**src/rtl/fp16_pkg.sv**
```systemverilog
// Shared fp16 definitions for the adder pipeline and its issue/collect sequencer.
// Field widths, adder latency and a packed field view of an fp16 word.
package fp16_pkg;

    localparam int FP16_W       = 16;
    localparam int FP16_EXP_W   = 5;
    localparam int FP16_MAN_W   = 10;
    localparam int FP16_ADD_LAT = 4;

    typedef struct packed {
        logic                  sign;
        logic [FP16_EXP_W-1:0] exp;
        logic [FP16_MAN_W-1:0] man;
    } fp16_t;

endpackage

```
**src/rtl/fp16_add_sequencer_if.sv**
```systemverilog
// Operand, adder and result ports of the fp16 add sequencer.
// slave = sequencer side, master = upstream/adder/consumer side.
interface fp16_add_sequencer_if
    import fp16_pkg::*;
#(
    parameter int FP_W = FP16_W
);

    logic            in_valid73;
    logic            in_ready73;
    logic [FP_W-1:0] in_a73;
    logic [FP_W-1:0] in_b73;
    logic [FP_W-1:0] add_a73;
    logic [FP_W-1:0] add_b73;
    logic [FP_W-1:0] add_sum73;
    logic            out_valid73;
    logic            out_ready73;
    logic [FP_W-1:0] out_sum73;
    logic            busy73;

    modport slave (
        input  in_valid73, in_a73, in_b73, add_sum73, out_ready73,
        output in_ready73, add_a73, add_b73, out_valid73, out_sum73, busy73
    );

    modport master (
        output in_valid73, in_a73, in_b73, add_sum73, out_ready73,
        input  in_ready73, add_a73, add_b73, out_valid73, out_sum73, busy73
    );

endinterface

```
**src/rtl/fp16_sync_fifo.sv**
```systemverilog
// First-word fall-through result FIFO with async-reset pointers and a count output.
module fp16_sync_fifo #(
    parameter int W     = 16,
    parameter int DEPTH = 8
) (
    input  logic                   clk_i,
    input  logic                   rst_i,
    input  logic                   wr_en_i,
    input  logic [W-1:0]           wr_data_i,
    input  logic                   rd_en_i,
    output logic [W-1:0]           rd_data_o,
    output logic [$clog2(DEPTH):0] count_o
);
    localparam int AW = $clog2(DEPTH);

    logic [W-1:0]  mem_q [DEPTH];
    logic [AW-1:0] wr_ptr_q, rd_ptr_q;
    logic [AW:0]   cnt_q, cnt_d;
    logic          rd_fire;

    // A read on an empty FIFO is ignored.
    assign rd_fire   = rd_en_i & (cnt_q != '0);
    assign rd_data_o = mem_q[rd_ptr_q];
    assign count_o   = cnt_q;

    always_comb begin
        cnt_d = cnt_q;
        unique case ({wr_en_i, rd_fire})
            2'b10:   cnt_d = cnt_q + 1'b1;
            2'b01:   cnt_d = cnt_q - 1'b1;
            default: ;
        endcase
    end

    always_ff @(posedge clk_i) begin
        if (wr_en_i) mem_q[wr_ptr_q] <= wr_data_i;
    end

    always_ff @(posedge clk_i or posedge rst_i) begin
        if (rst_i) begin
            wr_ptr_q <= '0;
            rd_ptr_q <= '0;
            cnt_q    <= '0;
        end else begin
            if (wr_en_i) wr_ptr_q <= wr_ptr_q + 1'b1;
            if (rd_fire) rd_ptr_q <= rd_ptr_q + 1'b1;
            cnt_q <= cnt_d;
        end
    end

endmodule

```
**src/rtl/fp16_add_sequencer.sv**
```systemverilog
// Issues operand pairs to the fixed-latency fp16 adder and collects sums in order.
// Define FP_ADD_SEQ_STATS_EN to add saturating issue/stall counters.
module fp16_add_sequencer
    import fp16_pkg::*;
#(
    parameter int FP_W  = FP16_W,
    parameter int LAT   = FP16_ADD_LAT,
    parameter int DEPTH = 8
) (
    input  logic                clk73,
    input  logic                rst73,
    fp16_add_sequencer_if.slave io
`ifdef FP_ADD_SEQ_STATS_EN
    ,
    output logic [31:0]         issue_cnt73,
    output logic [31:0]         stall_cnt73
`endif
);
    localparam int CW = $clog2(DEPTH) + 1;

    logic            accept, pop;
    logic [FP_W-1:0] a_q, b_q;
    logic [LAT:0]    vp_q, vp_d;
    logic [CW-1:0]   occ_q, occ_d;
    logic [CW-1:0]   fifo_cnt;

    // occ counts every op from accept to pop, so a FIFO slot always exists.
    assign io.in_ready73  = occ_q < CW'(DEPTH);
    assign accept         = io.in_valid73 & io.in_ready73;
    assign io.out_valid73 = fifo_cnt != '0;
    assign pop            = io.out_valid73 & io.out_ready73;
    assign io.busy73      = occ_q != '0;
    assign io.add_a73     = a_q;
    assign io.add_b73     = b_q;
    assign vp_d           = {vp_q[LAT-1:0], accept};

    always_comb begin
        occ_d = occ_q;
        unique case ({accept, pop})
            2'b10:   occ_d = occ_q + 1'b1;
            2'b01:   occ_d = occ_q - 1'b1;
            default: ;
        endcase
    end

    always_ff @(posedge clk73 or posedge rst73) begin
        if (rst73) begin
            a_q   <= '0;
            b_q   <= '0;
            vp_q  <= '0;
            occ_q <= '0;
        end else begin
            if (accept) begin
                a_q <= io.in_a73;
                b_q <= io.in_b73;
            end
            vp_q  <= vp_d;
            occ_q <= occ_d;
        end
    end

    fp16_sync_fifo #(
        .W     (FP_W),
        .DEPTH (DEPTH)
    ) u_fifo (
        .clk_i     (clk73),
        .rst_i     (rst73),
        .wr_en_i   (vp_q[LAT]),
        .wr_data_i (io.add_sum73),
        .rd_en_i   (pop),
        .rd_data_o (io.out_sum73),
        .count_o   (fifo_cnt)
    );

`ifdef FP_ADD_SEQ_STATS_EN
    logic [31:0] issue_q, stall_q;
    logic        stall;

    assign stall       = io.in_valid73 & ~io.in_ready73;
    assign issue_cnt73 = issue_q;
    assign stall_cnt73 = stall_q;

    always_ff @(posedge clk73 or posedge rst73) begin
        if (rst73) begin
            issue_q <= '0;
            stall_q <= '0;
        end else begin
            if (accept && issue_q != '1) issue_q <= issue_q + 32'd1;
            if (stall && stall_q != '1) stall_q <= stall_q + 32'd1;
        end
    end
`endif

endmodule

```
**src/flat_wrapper.sv**
```systemverilog
// flat-port wrapper written by rule: the top's interface ports become plain ports
module fp16_add_sequencer_flat import fp16_pkg::*;
#(
    parameter int FP_W  = FP16_W,
    parameter int LAT   = FP16_ADD_LAT,
    parameter int DEPTH = 8
)
  (clk73, rst73, io_in_valid73, io_in_a73, io_in_b73, io_add_sum73, io_out_ready73, io_in_ready73, io_add_a73, io_add_b73, io_out_valid73, io_out_sum73, io_busy73);
  fp16_add_sequencer_if #(.FP_W(FP_W)) io_i ();
  input  logic clk73;
  input  logic rst73;
  input wire logic [$bits(io_i.in_valid73)-1:0] io_in_valid73;
  input wire logic [$bits(io_i.in_a73)-1:0] io_in_a73;
  input wire logic [$bits(io_i.in_b73)-1:0] io_in_b73;
  input wire logic [$bits(io_i.add_sum73)-1:0] io_add_sum73;
  input wire logic [$bits(io_i.out_ready73)-1:0] io_out_ready73;
  output wire logic [$bits(io_i.in_ready73)-1:0] io_in_ready73;
  output wire logic [$bits(io_i.add_a73)-1:0] io_add_a73;
  output wire logic [$bits(io_i.add_b73)-1:0] io_add_b73;
  output wire logic [$bits(io_i.out_valid73)-1:0] io_out_valid73;
  output wire logic [$bits(io_i.out_sum73)-1:0] io_out_sum73;
  output wire logic [$bits(io_i.busy73)-1:0] io_busy73;
  assign io_i.in_valid73 = io_in_valid73;
  assign io_i.in_a73 = io_in_a73;
  assign io_i.in_b73 = io_in_b73;
  assign io_i.add_sum73 = io_add_sum73;
  assign io_i.out_ready73 = io_out_ready73;
  assign io_in_ready73 = io_i.in_ready73;
  assign io_add_a73 = io_i.add_a73;
  assign io_add_b73 = io_i.add_b73;
  assign io_out_valid73 = io_i.out_valid73;
  assign io_out_sum73 = io_i.out_sum73;
  assign io_busy73 = io_i.busy73;
  fp16_add_sequencer #(.FP_W(FP_W), .LAT(LAT), .DEPTH(DEPTH)) u_core (.clk73(clk73), .rst73(rst73), .io(io_i));
endmodule
```
**config.mk**
```make
export PLATFORM = sky130hd
export DESIGN_NAME = fp16_add_sequencer_flat
export DESIGN_NICKNAME = d
export VERILOG_FILES = /design/src/rtl/fp16_pkg.sv /design/src/rtl/fp16_add_sequencer_if.sv /design/src/rtl/fp16_sync_fifo.sv /design/src/rtl/fp16_add_sequencer.sv /design/src/flat_wrapper.sv
export SDC_FILE = /design/constraint.sdc
export NUM_CORES = 1
export LEC_CHECK = 0
export BUFFER_PORTS_ARGS = -buffer_cell sky130_fd_sc_hd__buf_2
export CORE_MARGIN = 2
export CORE_UTILIZATION = 35
export DETAILED_ROUTE_END_ITERATION = 10
export HOLD_SLACK_MARGIN = 0.1
export PLACE_DENSITY = 0.6
export SLEW_MARGIN = 25
export SYNTH_ARGS = -nofsm -noshare
export SYNTH_HDL_FRONTEND = slang
export SYNTH_SLANG_ARGS = --single-unit
```
**constraint.sdc**
```tcl
create_clock -name clk73 -period 5.39 [get_ports clk73]
set_input_delay 1.078 -clock clk73 [delete_from_list [all_inputs] [get_ports clk73]]
set_output_delay 1.078 -clock clk73 [all_outputs]
set_load 0.02 [all_outputs]
```
# Word-level counts from Yosys, hierarchy flattened
# Memories as Yosys holds them, arrays and structs flattened.
# Index checks and enable logic that the tools add are counted.
dict set report totals {
  regBits 51
  ram_bits 128
  input_bits 52
  output_inout_bits 51
  wordCells 30
  memories 1
}
# memory depth width read_ports rd_clocked_by_memory_dff wr line
set memory_table {}
lappend memory_table {u_core.u_fifo.mem_q 8 16 1 0 1 fp16_sync_fifo.sv:16} ;# logic [W-1:0] mem_q [DEPTH];
dict set report op_classes {
  n_addsub 6
  n_lt_le_gt_ge 1
  eq_ne 4
  mux 4
  n_bitwise 3
  reduce_logical 4
}
# operator count
set op_table {}
lappend op_table {{$pmux 4 s2} 2}
lappend op_table {{$add 4x1->4 const B} 2}
lappend op_table {{$reduce_bool 4->1} 2}
lappend op_table {{$sub 4x1->4 const B} 2}
lappend op_table {{$add 3x1->3 const B} 2}
lappend op_table {{$eq 2x1->1 const B} 2}
lappend op_table {{$eq 2x2->1 const B} 2}
lappend op_table {{$lt 4x4->1 const B} 1}
lappend op_table {{$reduce_bool 2->1} 2}
lappend op_table {{$and 1x1->1} 3}
lappend op_table {{$mux 1} 2}

# Logic depth before layout (Yosys ltp)
# Gate-level depths: netlist of the first run.
dict set report logic_depth {
  word_depth 5
  ltp_mapped 11
  mapped_depth_nobuf 10
}

# By module
# From an unflattened synthesis of the first run, not the netlist that was laid out.
dict set report hier_totals {
  cells_unflattened 358
  area_unflattened_um2 7176.9
}
# mod instances cells_each area_each_um2 seq_area_each_um2
set modules_own_cells {}
lappend modules_own_cells {fp16_sync_fifo 1 248 5515.3 4093.9}
lappend modules_own_cells {fp16_add_sequencer 1 110 1661.6 1026.0}

# Worst setup path after synthesis of the first run
# Ideal clock, no wire load.
dict set report synth_timing {
  path_kind {input-to-reg}
  from {input io_in_valid73}
  to {register u_core.occ_q[2]}
  setup_time_ns 0.125
  t_arrival_ns 2.782
  required_ns 5.265
  path_slack_ns 2.483
  cell_stages 11
  n_path_buf 2
  cell_sequence {nor2b_1 > clkbuf_1 > buf_2 > inv_1 > ha_1 > xor2_1 > ha_1 > a21oi_1 > xor2_1 > nor2_1 > xor2_1}
}
dict set report synth_between {
  elab_chain_len 3
  word_cells_on_any_way 5
  cone_classes {eq/ne: 2; mux: 1; bitwise: 1; reduce/logical: 1}
}
# element line
set synth_lines {}
lappend synth_lines {{from (decl)} flat_wrapper.sv:12} ;# input wire logic [$bits(io_i.in_valid73)-1:0] io_in_valid73;
lappend synth_lines {{$and 1x1->1 *} fp16_add_sequencer.sv:29} ;# assign accept = io.in_valid73 & io.in_ready73;
lappend synth_lines {{via u_core.accept} fp16_add_sequencer.sv:21} ;# logic accept, pop;
lappend synth_lines {{$eq 2x1->1 or $eq 2x2->1 (tied branches)} fp16_add_sequencer.sv:39} ;# unique case ({accept, pop})
lappend synth_lines {{$pmux 4 s2 or $reduce_bool 2->1 (tied branches)} --}
lappend synth_lines {{to (signal assigned)} fp16_add_sequencer.sv:51} ;# occ_q <= '0;
lappend synth_lines {{to (signal assigned)} fp16_add_sequencer.sv:58} ;# occ_q <= occ_d;
lappend synth_lines {{to (decl)} fp16_add_sequencer.sv:24} ;# logic [CW-1:0] occ_q, occ_d;
# Mark *: on every way through the listed nets, which the timed path passes. The rest lies on a longest branch.
# A chain may end at the register's enable or synchronous reset.

# Worst setup path after layout of the first run
dict set report layout_timing {
  from {register u_core.u_fifo.rd_ptr_q[0]}
  to {output io_out_sum73[5]}
}
dict set report layout_between {
  elab_chain_len 1
}
# element line
set layout_lines {}
lappend layout_lines {{from (decl)} fp16_sync_fifo.sv:17} ;# logic [AW-1:0] wr_ptr_q, rd_ptr_q;
lappend layout_lines {{from (signal assigned)} fp16_sync_fifo.sv:46} ;# if (rd_fire) rd_ptr_q <= rd_ptr_q + 1'b1;
lappend layout_lines {{$mem_v2 8x16} --}
lappend layout_lines {{to (decl)} flat_wrapper.sv:21} ;# output wire logic [$bits(io_i.out_sum73)-1:0] io_out_sum73;
# Every way passes these cells.

==> out/qor.csv, run 1 <==
metric;value;unit
core_area;19590;µm²
finalClockSkew;0.01091;ns
cts_tree;built;
layout.nets;515;
syn-instance-count;341;
worst_pin_slew;0.9802;ns
critPathArrivalTime;2.68;ns
die_h;145.8;µm
r2r_cells;10;
period_share;0.6974;
slew_violations;0;
whs_path_depth;0;
clock_latency;0.42;ns
synth_top_area_cell;edfxtp_1;
status;complete, no violations;
cts_made_buffers;17;
wl;13.06;mm
antenna_found_initial;1;
tns;0;ns
grt.overflow.total;0;
dieArea;21270;µm²
hp-start;u_core.vp_q[2]$_DFF_PP0_;
rsz0062_at_grt;no;
die_x;145.8;µm
ff_latch_area;5120;µm²
critPathCaptureType;output port;
max_freq;0.2660;GHz
multiInputGateArea;1852;µm²
clockBufferDepth;2;
path_class;flop to output port;
synth_cell_types;29;
hold_path_class;flop to flop;
layout-drive-gt1-share;0.4433;
hpwl;8.025;mm
yosys_warnings;0;
cts.sinks;179;
place_congestion;0.6975;
place_ws;2.055;ns
ys_seq_area_frac;0.7272;
crit_slowest_cell;dfrtp_1;
critPathMaxFanout;24;
grt_pass1_wl;20.73;mm
slew-limit-headroom;0.3444;
start_util;0.3594;
p_per_area;562.3;nW/µm²
ioPinCount;103;
crit_chain;buf_4 > mux4_1 > mux2_2 > buf_2;
io_buffers;102;
r2r_slack;2.80;ns
cp.required;4.31;ns
ant_nets;0;
whs_endpoint;u_core.vp_q[3]$_DFF_PP0_;
ir_drop;0.0002872;V
nFillCells;1719;
drt_iter0_drc;279;
hold_viol_final;0;
p_leak;3.197;nW
crit_family;multiplexers;
clk_pin_slew;0.07;ns
cap_violations;0;
routed_wire_length_per_instance;17.82;µm
netlist_area;7041;µm²
fin_ws;1.631;ns
std_cell_rows;51;
post-route-min-period;3.759;ns
startpoint_type;flop;
clockRootBuffer;clkbuf_16;
grt_usage;0.1286;
grt_start_max_net_pins;52;
cts_setup_buffers;0;
htreeDepth;4;
synth_fp_nets;401;
cts_hold_buf;0;
first_global_vias;3740;
ctsResizeCount;0;
vias;3503;
cp_num_buf_inv;2;
drc;0;
synth_top_area_share;0.5459;
synth_area_leaders;edfxtp_1 55%, dfrtp_1 18%, mux4_1 9.3%;
timing.rr.end;u_core.occ_q[2]$_DFFE_PP0P_;
avgViaCountPerCell;4.779;
syn_to_final_growth;20.79;%
critical_path.max_stage_delay;0.69;ns
syn_area_per_cell;20.65;µm²
r2r-start;u_core.u_fifo.count_o[0]$_DFFE_PP0P_;
setup_violations;0;
drt_first_pass_iters;4;
synth-seq-cells;179;
## kinds of logic (layout without fill, tap and decap cells)
logic type | count (synthesis) | count (layout) | share of synthesized area
flip-flops | 179 | 179 | 0.7272
multiplexers | 84 | 84 | 0.1989
AND/OR/NAND/NOR | 30 | 30 | 0.02079
buffers and inverters | 19 | 145 | 0.01546
XOR/XNOR | 14 | 14 | 0.01742
adder cells (fa/ha/maj) | 8 | 8 | 0.01422
AO/OA/AOI/OAI | 7 | 7 | 0.006042
other | 0 | 1 | 0
## area by class of cell
cell class | instances | share of cell area
diodes | 1 | 0.0002942
flip-flops and latches | 179 | 0.6020
multi-input cells | 143 | 0.2177
well taps | 265 | 0.03899
clock buffers | 17 | 0.05002
repair buffers | 109 | 0.06621
clock inverters | 14 | 0.02222
inverters | 5 | 0.002501
## worst register-to-register path: stages (launching register included)
cell	delay [ns]
dfrtp_1	0.43
or4_4	0.57
nand2_1	0.17
inv_1	0.12
ha_1	0.27
xor2_1	0.19
ha_1	0.19
a21oi_1	0.16
xor2_1	0.17
nor2_1	0.07
xor2_1	0.13
## worst max path at each step
stage / start / to / depth (start not counted)
5_1_grt: u_core.u_fifo.rd_ptr_q[0]$_DFFE_PP0N_ / io_out_sum73[12] / 4
3_3_place_gp: u_core.u_fifo.rd_ptr_q[0]$_DFFE_PP0N_ / io_out_sum73[12] / 4
3_5_place_dp: u_core.u_fifo.rd_ptr_q[0]$_DFFE_PP0N_ / io_out_sum73[5] / 4
2_1_floorplan: io_in_valid73 / u_core.occ_q[2]$_DFFE_PP0P_ / 11
4_1_cts: u_core.u_fifo.rd_ptr_q[0]$_DFFE_PP0N_ / io_out_sum73[5] / 4
6_report: u_core.u_fifo.rd_ptr_q[0]$_DFFE_PP0N_ / io_out_sum73[5] / 4
## cells in the final DEF, fill, tap and decap left out, drive strengths merged, types with 4 or more instances in the layout
cell type / count
buf: 109
clkbuf: 17
dfrtp: 51
edfxtp: 128
ha: 8
inv: 12
mux2: 52
mux4: 32
nand2: 7
nand2b: 4
nor2: 10
xnor2: 7
xor2: 7
## registers in the layout (all words and copies together), names as in the netlist
signal                  flops
u_core.u_fifo.mem_q       128
u_core.io.add_a73          16
u_core.io.add_b73          16
u_core.vp_q                 5
u_core.occ_q                4
u_core.u_fifo.count_o       4
u_core.u_fifo.rd_ptr_q      3
u_core.u_fifo.wr_ptr_q      3
## where the power goes
group | internal [mW] | total, mW | switching, mW
registers | 1.76 | 1.99 | 0.225
logic | 0.722 | 1.52 | 0.796
clock network | 0.743 | 1.27 | 0.531
## synth_stat cells, drive strengths merged
master  number
buf         10
nand2b       4
a21oi        3
clkbuf       4
or4          1
nor4         1
a32oi        1
or2          1
nand2        7
nor3b        1
xor2         7
edfxtp     128
xnor2        7
inv          5
mux2        52
o22ai        1
mux4        32
nand3        1
nor2b        1
a211oi       1
dfrtp       51
ha           8
nor2        10
o21ai        1
nor3         3
## stage by stage
stage          total power [mW]  area (µm²)  hold slack, ns  instances  utilization
5_1_grt                   5.043        8502          0.3604        732       0.4340
2_1_floorplan             3.087        7041          0.3312        341            -
3_3_place_gp              3.508        7875          0.3360        701       0.4020
3_5_place_dp              3.560        7888          0.3373        701       0.4026
4_1_cts                   4.852        8502          0.3502        732       0.4340
6_report                  4.782        8504          0.3470        733       0.4341
## layer usage
| layer | share of wire | track usage | vias to the layer above |
|---|---|---|---|
| met5 | 0.00054 | 0 | - |
| met4 | 0.014 | 0.04167 | 2 |
| met3 | 0.057 | 0.04545 | 17 |
| met2 | 0.49 | 0.2052 | 110 |
| met1 | 0.44 | 0.1648 | 1777 |
| li1 | - | - | 1597 |
Power figures use the tool's default switching activity.
==> run 2, diff against run 1 <==
--- a/config.mk
+++ b/config.mk
@@ -10,7 +10,7 @@
 export CORE_UTILIZATION = 35
 export DETAILED_ROUTE_END_ITERATION = 10
 export HOLD_SLACK_MARGIN = 0.1
-export PLACE_DENSITY = 0.6
+export PLACE_DENSITY = 0.62
 export SLEW_MARGIN = 25
 export SYNTH_ARGS = -nofsm -noshare
 export SYNTH_HDL_FRONTEND = slang
==> constraint.sdc (replaced) <==
create_clock -name clk73 -period 3.3 [get_ports clk73]
set_input_delay 0.66 -clock clk73 [delete_from_list [all_inputs] [get_ports clk73]]
set_output_delay 0.66 -clock clk73 [all_outputs]
set_load 0.02 [all_outputs]
==> run 2 against run 1 <==
Compared with the run above:
- sequential power is 59% higher
- sequential share of layout area is 0.12 points lower
- final cell count is 1.1% higher
- clock power is 60% higher
- first-iteration DRC count is 41% lower
- routed wire length is 3.3% higher
- critical path type unchanged
- critical endpoint is now io_out_sum73[3]
- largest power group unchanged
==> out/qor.csv, run 2 (synthesis gave the netlist of run 1 again) <==
metric;value;unit;change
clk_pin_slew;0.07;ns;about the same
cp_num_buf_inv;2;;unchanged
internal_power;5.225;mW;was 3.229 mW
drc;0;;unchanged
r2r_slack;0.78;ns;was 2.80 ns
slew_violations;0;;unchanged
placed_cell_area;7920;µm²;was 7888 µm²
grt_usage;0.1342;;was 0.1286
clockRootBuffer;clkbuf_16;;unchanged
die_x;145.8;µm;unchanged
combPwrFrac;0.333;;was 0.318
critPathCaptureType;output port;;unchanged
finalClockSkew;0.008555;ns;was 0.01091 ns
std_cell_rows;51;;unchanged
start_util;0.3594;;unchanged
layout-drive-gt1-share;0.4475;;was 0.4433
critPathArrivalTime;2.16;ns;was 2.68 ns
fin_ws;0.4812;ns;was 1.631 ns
timing.rr.end;u_core.u_fifo.count_o[2]$_DFFE_PP0P_;;was u_core.occ_q[2]$_DFFE_PP0P_
drt_iter0_drc;164;;was 279
startpoint_type;flop;;unchanged
hold_viol_final;0;;unchanged
path_depth;4;;unchanged
setup_violations;0;;unchanged
worst_pin_slew;0.7750;ns;was 0.9802 ns
layout_common_cells;128 x edfxtp_1, 102 x buf_2, 52 x mux2_2;;unchanged
n_antenna_cell;0;;was 1
max_freq;0.3548;GHz;
cts.sinks;179;;unchanged
grt_start_max_net_pins;52;;unchanged
rsz0062_at_grt;no;;unchanged
cp.required;2.64;ns;was 4.31 ns
place_ws;0.7988;ns;was 2.055 ns
seqPwrFrac;0.406;;was 0.416
vias;3561;;was 3503
fin_cells;741;;was 733
clock_latency;0.42;ns;about the same
tns;0;ns;unchanged
hpwl;8.891;mm;was 8.025 mm
period_share;0.8542;;
cp-startpoint;u_core.u_fifo.rd_ptr_q[0]$_DFFE_PP0N_;;unchanged
cts_hold_buf;0;;unchanged
grt_pass1_wl;21.71;mm;was 20.73 mm
antenna_found_initial;0;;was 1
r2r-start;u_core.u_fifo.count_o[0]$_DFFE_PP0P_;;unchanged
place_congestion;0.7439;;was 0.6975
critPathMaxFanout;17;;was 24
clockBufferDepth;2;;unchanged
cap_violations;0;;unchanged
grt.overflow.total;0;;unchanged
ctsResizeCount;0;;unchanged
cts_setup_buffers;0;;unchanged
layout.nets;523;;was 515
routed_wire_length_per_instance;18.21;µm;was 17.82 µm
avgViaCountPerCell;4.806;;was 4.779
largest-register;u_core.u_fifo.mem_q;;unchanged
cts_tree;built;;unchanged
crit_chain;buf_4 > mux4_1 > mux2_2 > buf_2;;unchanged
ir_drop;0.0005023;V;was 0.0002872 V
post-route-util;0.4350;;was 0.4341
dieArea;21270;µm²;unchanged
cp-endpoint;io_out_sum73[3];;was io_out_sum73[5]
status;complete, no violations;;unchanged
final_common_cell;edfxtp_1;;unchanged
syn_to_final_growth;21.04;%;was 20.79%
numPlacedInstances;709;;was 701
finalPower;7.784;mW;was 4.782 mW
p_per_area;913.4;nW/µm²;was 562.3 nW/µm²
io_buffers;102;;unchanged
first_global_vias;3869;;was 3740
swShare;0.3287;;was 0.3247
critical_path.max_stage_delay;0.62;ns;was 0.69 ns
wl;13.50;mm;was 13.06 mm
r2r_cells;10;;unchanged
largest_reg_flops;128;;unchanged
crit_family;multiplexers;;unchanged
path_class;flop to output port;;unchanged
ioPinCount;103;;unchanged
slew-limit-headroom;0.4814;;was 0.3444
ant_nets;0;;unchanged
htreeDepth;4;;unchanged
hold_path_class;input port to async pin;;was flop to flop
power.share.clock;0.261;;was 0.266
post-route-min-period;2.819;ns;
crit_slowest_cell;mux4_1;;was dfrtp_1
finish.instance_area;8522;µm²;was 8504 µm²
drt_first_pass_iters;4;;unchanged
p_leak;3.228;nW;was 3.197 nW
whs;0.3285;ns;was 0.3470 ns
die_h;145.8;µm;unchanged
switchingPower;2.559;mW;was 1.552 mW
core_area;19590;µm²;unchanged
cts_made_buffers;17;;unchanged
-- run 2: cell types whose count changed in the layout (fill, tap and decap cells not counted), sizes merged --
cell,change
buf,+8
inv,-2
clkinv,+4
diode,-1
bufinv,-1
-- run 2: metal layers --
layer,up-vias,share of wire,global-route usage,routed length (µm)
met4,0,0.011,0.04412,150
met2,121,0.50,0.2200,6813
met5,-,0,0,0
met3,12,0.060,0.04263,812
li1,1600,-,-,-
met1,1828,0.42,0.1696,5721
-- run 2: final cells by class --
class                      instances  area, µm²
fill                            1744      11070
timing repair buffer             117      623.1
inverter                           5      21.27
clock buffer                      17      425.4
tap                              265      331.6
clock inverter                    15      176.4
multi-input combinational        143       1824
sequential                       179       5120
-- run 2: power by group through the flow --
stage / sequential, mW / clock (mW) / combinational, mW
6_report: 3.16 / 2.03 / 2.59
5_1_grt: 3.22 / 2.18 / 2.81
4_1_cts: 3.16 / 2.08 / 2.65
3_5_place_dp: 3.19 / 0 / 2.66
3_3_place_gp: 3.18 / 0 / 2.59
2_1_floorplan: 3.38 / 0 / 1.67
-- run 2: how the worst min path moves through the flow --
stage | startpoint | endpoint | slack [ns] | cells past startpoint
2_1_floorplan | u_core.vp_q[0]$_DFF_PP0_ | u_core.vp_q[1]$_DFF_PP0_ | 0.33 | 0
3_3_place_gp | u_core.vp_q[1]$_DFF_PP0_ | u_core.vp_q[2]$_DFF_PP0_ | 0.33 | 0
3_5_place_dp | u_core.vp_q[2]$_DFF_PP0_ | u_core.vp_q[3]$_DFF_PP0_ | 0.33 | 0
4_1_cts | rst73 | u_core.io.add_b73[2]$_DFFE_PP0P_ | 0.34 | 2
5_1_grt | u_core.vp_q[1]$_DFF_PP0_ | u_core.vp_q[2]$_DFF_PP0_ | 0.36 | 0
6_report | rst73 | u_core.io.add_b73[2]$_DFFE_PP0P_ | 0.33 | 2
